File: src/rtl/pc_unit.sv
// Fetch-stage PC with a direct-mapped BTB: next PC chosen as trap > redirect > stall > BTB hit > PC+4.
// One-cycle redirect latency; stall_f only holds the PC, and flushes and BTB training ignore it.
module pc_unit #(
   parameter int              XLEN         = 32,
   parameter logic [XLEN-1:0] RESET_VECTOR = '0,
   parameter int              BTB_ENTRIES  = 16,
   parameter bit              BTB_EN       = 1'b1
) (
   input  logic            clk,
   input  logic            reset,
   input  logic            stall_f,
   input  logic            trap_valid,
   input  logic [XLEN-1:0] trap_pc,
   input  logic            redirect_valid,
   input  logic [XLEN-1:0] redirect_pc,
   input  logic            btb_upd_valid,
   input  logic [XLEN-1:0] btb_upd_pc,
   input  logic            btb_upd_taken,
   input  logic [XLEN-1:0] btb_upd_target,
   output logic [XLEN-1:0] pc_out,
   output logic [XLEN-1:0] pc_plus4,
   output logic            pred_taken,
   output logic [XLEN-1:0] pred_target
);

   localparam int IDX_W = $clog2(BTB_ENTRIES);
   localparam int TAG_W = XLEN - IDX_W - 2;

   logic [BTB_ENTRIES-1:0] btb_valid;
   logic [TAG_W-1:0]       btb_tag    [BTB_ENTRIES];
   logic [XLEN-1:0]        btb_target [BTB_ENTRIES];

   logic [IDX_W-1:0] lk_idx;
   logic [IDX_W-1:0] upd_idx;
   logic [TAG_W-1:0] lk_tag;
   logic [TAG_W-1:0] upd_tag;
   logic             hit;
   logic             upd_match;
   logic [XLEN-1:0]  pc_next;
   logic             unused_low_bits;

   assign lk_idx  = pc_out[IDX_W+1:2];
   assign lk_tag  = pc_out[XLEN-1:IDX_W+2];
   assign upd_idx = btb_upd_pc[IDX_W+1:2];
   assign upd_tag = btb_upd_pc[XLEN-1:IDX_W+2];

   // Instructions are word aligned, so address bits [1:0] carry no information here.
   assign unused_low_bits = ^{trap_pc[1:0], redirect_pc[1:0], btb_upd_pc[1:0], btb_upd_target[1:0]};

   assign hit         = BTB_EN && btb_valid[lk_idx] && (btb_tag[lk_idx] == lk_tag);
   assign pred_taken  = hit;
   assign pred_target = hit ? btb_target[lk_idx] : '0;
   assign pc_plus4    = pc_out + XLEN'(4);
   assign upd_match   = btb_valid[upd_idx] && (btb_tag[upd_idx] == upd_tag);

   always_comb begin
      pc_next = pc_plus4;
      if (trap_valid)
         pc_next = {trap_pc[XLEN-1:2], 2'b00};
      else if (redirect_valid)
         pc_next = {redirect_pc[XLEN-1:2], 2'b00};
      else if (stall_f)
         pc_next = pc_out;
      else if (hit)
         pc_next = pred_target;
   end

   always_ff @(posedge clk) begin
      if (reset)
         pc_out <= RESET_VECTOR;
      else
         pc_out <= pc_next;
   end

   // Lookup reads the pre-edge arrays, so a same-index update is only seen next cycle.
   always_ff @(posedge clk) begin
      if (reset)
         btb_valid <= '0;
      else if (btb_upd_valid) begin
         if (btb_upd_taken)
            btb_valid[upd_idx] <= 1'b1;
         else if (upd_match)
            btb_valid[upd_idx] <= 1'b0;
      end
   end

   always_ff @(posedge clk) begin
      if (!reset && btb_upd_valid && btb_upd_taken) begin
         btb_tag[upd_idx]    <= upd_tag;
         btb_target[upd_idx] <= {btb_upd_target[XLEN-1:2], 2'b00};
      end
   end

endmodule

File: config.mk
export PLATFORM = sky130hd
export DESIGN_NAME = pc_unit
export DESIGN_NICKNAME = d
export VERILOG_FILES = /design/src/rtl/pc_unit.sv
export SDC_FILE = /design/constraint.sdc
export NUM_CORES = 1
export LEC_CHECK = 0
export ABC_CLOCK_PERIOD_IN_PS = 7700
export CAP_MARGIN = 20
export CORE_MARGIN = 1.5
export CORE_UTILIZATION = 60
export CTS_CLUSTER_SIZE = 8
export DETAILED_ROUTE_END_ITERATION = 10
export GPL_TIMING_DRIVEN = 0
export PLACE_DENSITY = 0.77
export REMOVE_ABC_BUFFERS = 1
export SYNTH_ARGS = -nofsm -noshare
export SYNTH_HDL_FRONTEND = slang
export SYNTH_SLANG_ARGS = --single-unit
export TNS_END_PERCENT = 100
File: constraint.sdc
create_clock -name clk -period 7.7 [get_ports clk]
set_input_delay 1.54 -clock clk [delete_from_list [all_inputs] [get_ports clk]]
set_output_delay 1.54 -clock clk [all_outputs]
set_load 0.03 [all_outputs]
==> impl_metrics.csv, run 1 <==
group,metric,value,unit
global_route,grt_antenna_before_repair,10,
sta,hold_viol,0,
power,p_leak,16.31,nW
global_route,globalRouteOverflowTotal,0,
yosys,synthMuxAreaShare,19.34,%
global_route,grt_pass1_vias,27450,
die,die_area,73020,sq um
yosys,synth_top_family_by_area,"multiplexers",
power,ir_worst_vdd,0.1861,mV
route,viasPerCell,7.067,
route,drtIter0Drc,4181,
cts,insertion_delay,740,ps
final_layout,area_growth,19.05,%
sta,tightestPinTransition,1127,ps
yosys,synth_cells,2566,
place,place_area,46920,sq um
power,powerDensity,248.4,nW/um^2
critical_path,crit_fanout,54,
die,io_pins,232,
die,core,70390,sq um
cts,cts_tree,"yes",
sta,max_freq,132.2,MHz
yosys,synth-warning-count,0,
place,dp.cells,3604,
route,postRouteAntennaNets,0,
yosys,synth_compound_area_share,4.252,%
cts,hold_buffers,0,
flow_run,cap_violations,0,
hold_path,min_delay_path_depth,2,
global_route,grt_first_pass_wirelength,180700,um
sta,finalCritPeriodShare,98.27,%
route,route.vias.total,27000,
yosys,synth.avg_cell_area,16.70,sq um
die,rows,97,
critical_path,worst-endpoint-required,6160,ps
critical_path,crit_chain,"buf_16 -> buf_16 -> nor2b_2 -> a221oi_1 -> a22oi_1 -> xor2_1 -> nand4_1 -> nor3_1 -> nand4_1 -> or3_4 -> buf_12 -> nor2_1 -> clkdlybuf4s50_1",
yosys,yosys.area.top_type_share,62.79,%
hold_path,worstHoldEndpoint,"pc_out[1]",
global_route,grt_max_degree,67,
yosys,netlist_area,42850,sq um
critical_path,crit_arrival,6030,ps
critical_path,end_kind,"output port",
die,start_util,60.87,%
sta,maxSlewViolCount,0,
route,wire_per_inst,32.60,um
sta,clock_skew,34.64,ps
yosys,synthXorXnorAreaFrac,1.308,%
sta,whs,463.8,ps
hold_path,min_from,"pc_out[1]",
cts,clk_path_buf_depth,3,
die,die_w,270.2,um
cts,clkTransAtPathRegs,50,ps
critical_path,critPathSlowestCell,"clkdlybuf4s50_1",
sta,grt_setup_unrepaired,"no",
yosys,synth_top_cell_by_area,"edfxtp_1",
yosys,synth_cell_types,72,
hold_path,worstHoldPathType,"reg2reg",
final_layout,drive_gt1_share,22.05,%
route,wl,124500,um
route,drcViolationCount,0,
sta,setup_viol,0,
yosys,synth.yosys.seq_area_share,65.22,%
cts,cts_buffers,136,
yosys,synthSimpleGateAreaFrac,7.332,%
critical_path,crit_type,"reg2out",
yosys,async_flop_share,0,%
final_layout,finalInstanceArea,51010,sq um
place,place_congestion,0.8437,
place,dpl.hpwl,75550,um
route,firstDrtPassIters,6,
global_route,grt_usage,34.37,%
critical_path,slowest_delay,760,ps
cts,h-tree-depth,4,
yosys,yosys-top-cells-area,"edfxtp_1, mux4_2, nand2_1",
yosys,synth_ff_type,"edfxtp_1",
sta,setup-tns-final,0,ps
final_layout,fin_nets,2944,
outcome,status,"finished clean",
critical_path,r2r_cells,12,
place,portBuffers,221,
sta,slew_headroom,24.15,%
die,die_height,270.2,um
yosys,ys_ff_latch,948,
cts,root_buffer,"clkbuf_16",
sta,min_period,7567,ps
critical_path,reg2reg_slack,3060,ps
yosys,synthAdderAreaFrac,0.02920,%
critical_path,startpoint_type,"register",
cts,cts_sinks,948,
final_layout,stdcell_count,3820,
yosys,synth_edf_count,896,
final_layout,n_fill_cell,4140,
cell usage after synthesis, types with 3 or more instances:
cell type and n:
nand2_1 288, nor2_4 10, mux2_2 3, buf_4 10, clkbuf_1 98, nand3b_1 22, and4_1 3, o2111ai_1 4
buf_1 14, or3_1 14, buf_2 47, and2_1 8, a211oi_1 4, a31oi_1 18, nor2_1 90, o22ai_1 7
o21ai_0 52, o41ai_2 8, xor2_1 19, a22oi_1 7, nor2_2 9, a21oi_1 123, nor3b_1 3, edfxtp_1 896
xnor2_1 45, o21a_1 3, a22o_1 7, inv_1 18, a221oi_1 18, o21bai_1 12, buf_6 18, o22a_1 3
nor4b_1 7, nand4_1 52, or4b_2 6, nor2b_1 33, nand4b_1 3, nand3_1 25, dfxtp_1 52, nor3_1 34
mux4_2 325, nand2b_1 10, mux2i_1 92, nor4_1 5, or2_2 7
layout make-up:
class | instances | area, sq um | area share (%)
Sequential cell | 948 | 27960 | 54.82
Clock buffer | 190 | 3627 | 7.111
Antenna cell | 5 | 12.51 | 0.02453
Timing Repair Buffer | 294 | 3859 | 7.565
Inverter | 19 | 73.82 | 0.1447
Clock inverter | 15 | 324.1 | 0.6353
Multi-Input combinational cell | 1409 | 13980 | 27.40
Tap cell | 940 | 1176 | 2.306
layer usage:
metal  routed length [um]  vias up  global-route usage, %
met1                42690    13630                  45.45
met5                   28        -                      0
met2                59370     2178                  54.01
li1                     -    10800                      -
met3                16390      382                  8.748
met4                 6060        4                  16.36
cell families (layout without fill, tap and decap cells):
kind of cell,Yosys count,after routing
AND/OR/NAND/NOR,636,636
multiplexers,421,421
XOR/XNOR,64,64
other,1,7
buffers and inverters,210,518
adder cells (fa/ha/maj),1,1
AO/OA/AOI/OAI,285,285
flip-flops,948,948
worst max-delay path: cells and delay by family, from the launching register on:
kind                   cells  cell delay [ps]
AND/OR/NAND/NOR            6             1840
buffers and inverters      4             1710
flip-flops                 1              750
AO/OA/AOI/OAI              2              600
XOR/XNOR                   1              310
report_power, final:
| group | switching (mW) | internal [mW] |
|---|---|---|
| Clock | 2.24 | 3.32 |
| Combinational | 0.749 | 0.559 |
| Sequential | 0.107 | 5.70 |
| Total | 3.10 | 9.57 |
stage by stage:
| step | util, % | total power [mW] | worst slack, ps |
|---|---|---|---|
| final | 72.47 | 12.67 | 133.3 |
| after detailed placement | 66.65 | 7.156 | 118.5 |
| after global placement | 64.26 | 7.351 | -14910 |
| after CTS | 72.40 | 12.67 | 177.3 |
| after floorplan | - | 6.712 | -6299 |
| after global routing | 72.45 | 12.97 | 101.7 |
what timing repair did:
item,4_1_cts,5_1_grt
setup endpoints to repair,31,2
buffers inserted,4,1
resized for setup,3,0
sequential cells by signal, indices dropped and copies added (netlist names), named ones only:
signal and flops:
btb_target 480, btb_tag 416, pc_out 32
layout by cell type (no fill, tap or decap), types with 6 or more instances in the layout:
master,netlist,final
or2_2,7,7
clkbuf_1,98,53
xnor2_1,45,45
nor2_4,10,27
mux2i_1,92,92
buf_16,0,29
mux4_2,325,325
a221oi_1,18,18
nand3_1,25,25
nand4_1,52,52
nor2b_1,33,32
a22o_1,7,7
nor2_1,90,73
nor4b_1,7,7
xor2_1,19,19
clkdlybuf4s50_1,0,215
o21bai_1,12,12
o41ai_2,8,8
edfxtp_1,896,896
or4b_2,6,6
inv_1,18,17
nand3b_1,22,22
and2_1,8,6
clkbuf_16,0,137
a31oi_1,18,18
or3_1,14,13
nand2_1,288,288
nor3_1,34,34
dfxtp_1,52,48
o22ai_1,7,7
nand2b_1,10,10
nor2_2,9,9
o21ai_0,52,52
a22oi_1,7,7
buf_12,2,42
a21oi_1,123,123
how the worst max path moves through the flow:
stage,end,slack (ps),cells past startpoint
CTS,pred_target[7],180,14
detailed placement,pred_target[7],120,14
finish,pred_target[7],130,13
global route,pred_target[7],100,12
floorplan,pred_taken,-6300,9
global placement,pred_target[7],-14910,10
(Power assumes the default switching activity.)
==> run 2, diff against run 1 <==
--- a/config.mk
+++ b/config.mk
@@ -5,7 +5,6 @@
 export SDC_FILE = /design/constraint.sdc
 export NUM_CORES = 1
 export LEC_CHECK = 0
-export ABC_CLOCK_PERIOD_IN_PS = 7700
 export CAP_MARGIN = 20
 export CORE_MARGIN = 1.5
 export CORE_UTILIZATION = 60
@@ -13,7 +12,6 @@
 export DETAILED_ROUTE_END_ITERATION = 10
 export GPL_TIMING_DRIVEN = 0
 export PLACE_DENSITY = 0.77
-export REMOVE_ABC_BUFFERS = 1
 export SYNTH_ARGS = -nofsm -noshare
 export SYNTH_HDL_FRONTEND = slang
 export SYNTH_SLANG_ARGS = --single-unit
==> impl_metrics.csv, run 2 (synthesis results as in run 1) <==
group,metric,value,unit
hold_path,worstHoldPathType,"reg2reg",
global_route,grt_antenna_before_repair,6,
cts,root_buffer,"clkbuf_16",
route,postRouteAntennaNets,0,
critical_path,worst-endpoint-required,6160,ps
final_layout,final_cell_mix,"edfxtp_1, mux4_2, nand2_1",
critical_path,crit_fanout,10,
die,die_w,270.2,um
critical_path,reg2reg_slack,2470,ps
global_route,globalRouteOverflowTotal,0,
final_layout,drive_gt1_share,22.01,%
sta,finalCritPeriodShare,99.30,%
critical_path,end_kind,"output port",
sta,setup_viol,0,
final_layout,fin_nets,3095,
power,powerDensity,248.8,nW/um^2
sta,tightestPinTransition,1266,ps
sta,clock_skew,37.25,ps
sta,min_period,7646,ps
route,route.vias.total,28560,
route,wire_per_inst,34.95,um
cts,cts_tree,"yes",
cts,insertion_delay,750,ps
sta,slew_headroom,15.62,%
route,drtIter0Drc,4420,
sta,max_freq,130.8,MHz
global_route,grt_pass1_vias,28590,
place,dp.cells,3761,
power,ir_worst_vdd,0.2521,mV
sta,grt_setup_unrepaired,"no",
final_layout,area_growth,18.98,%
place,place_congestion,0.9607,
sta,setup-tns-final,0,ps
final_layout,layout_commonest_cell,"edfxtp_1",
hold_path,worstHoldEndpoint,"pc_out[1]",
sta,hold_viol,0,
cts,hold_buffers,0,
cts,cts_sinks,948,
die,core,70390,sq um
sta,whs,461.3,ps
place,dpl.hpwl,92460,um
cts,cts_buffers,136,
place,place_area,47160,sq um
cts,clk_path_buf_depth,3,
critical_path,r2r_cells,13,
final_layout,largest_reg_flops,480,
cts,clkTransAtPathRegs,50,ps
route,viasPerCell,7.200,
route,firstDrtPassIters,5,
die,die_area,73020,sq um
global_route,grt_first_pass_wirelength,197300,um
final_layout,final_core_util,72.42,%
die,io_pins,232,
die,rows,97,
power,p_leak,16.39,nW
final_layout,largest-register,"btb_target",
hold_path,min_delay_path_depth,2,
sta,maxSlewViolCount,0,
die,start_util,60.87,%
final_layout,largest_registers,"btb_target x480, btb_tag x416, pc_out x32",
die,die_height,270.2,um
final_layout,finalInstanceArea,50980,sq um
hold_path,min_from,"pc_out[1]",
cts,h-tree-depth,4,
route,wl,138600,um
outcome,status,"finished clean",
critical_path,crit_type,"reg2out",
place,portBuffers,214,
final_layout,stdcell_count,3966,
cts,cts_setup_buffers,0,
route,drcViolationCount,0,
critical_path,crit_arrival,6110,ps
global_route,grt_max_degree,24,
global_route,grt_usage,38.28,%
flow_run,cap_violations,0,
critical_path,startpoint_type,"register",
-- run 2: final cells by class --
class | instances | area, sq um
diodes | 4 | 10.01
plain buffers | 191 | 1013
clock buffers | 186 | 3591
clock inverters | 15 | 209.0
fillers | 4276 | 19410
inverters | 19 | 71.32
multi-input cells | 1409 | 13950
flip-flops and latches | 948 | 27950
well taps | 940 | 1176
repair buffers | 254 | 3013
-- run 2: power by group --
| group | total [mW] | switching, mW | internal, mW |
|---|---|---|---|
| logic | 1.48 | 0.926 | 0.556 |
| registers | 5.74 | 0.0455 | 5.70 |
| clock network | 5.46 | 2.22 | 3.23 |
| total | 12.7 | 3.19 | 9.49 |
-- run 2: worst max-delay path by stage --
| stage | start | end | depth (start not counted) | slack (ps) |
|---|---|---|---|---|
| floorplan | btb_upd_pc[4] | btb_tag[13][0] | 6 | 1800 |
| global placement | btb_upd_pc[4] | btb_target[14][12] | 6 | -2560 |
| detailed placement | register | pred_target[11] | 16 | 460 |
| CTS | register | pred_target[11] | 16 | 30 |
| global route | register | pred_target[11] | 13 | 120 |
| finish | register | pred_target[11] | 16 | 50 |
-- run 2: critical path, stage by stage (launching register included) --
cell and delay (ps):
dfxtp_1 290, buf_2 190, inv_1 240, clkbuf_1 680, clkbuf_2 530, clkbuf_2 560
nand2_1 90, nand3_1 100, o21ai_0 290, nand2_1 290, o21a_1 180, nand4_1 80
or3_1 380, buf_2 220, buf_6 180, nor2_1 300, clkdlybuf4s50_1 750
-- run 2: timing repair --
action | in CTS | in global routing
resized for setup | 1 | 6
pin swaps | 0 | 0
endpoints found under the setup margin | 30 | 2
-- run 2: stage by stage --
step / setup WS, ps / power, mW
floorplan: 1803 / 6.664
global placement: -2557 / 7.233
detailed placement: 458.0 / 7.266
CTS: 29.48 / 12.62
global route: 123.7 / 12.92
finish: 54.15 / 12.68
-- run 2: layer usage --
metal	part of all wire, %	up-vias	track usage, %
met3	15	543	11.33
met4	5.9	4	19.98
met5	0.017	-	0
met2	45	2662	57.92
met1	34	14250	50.85
li1	-	11100	-
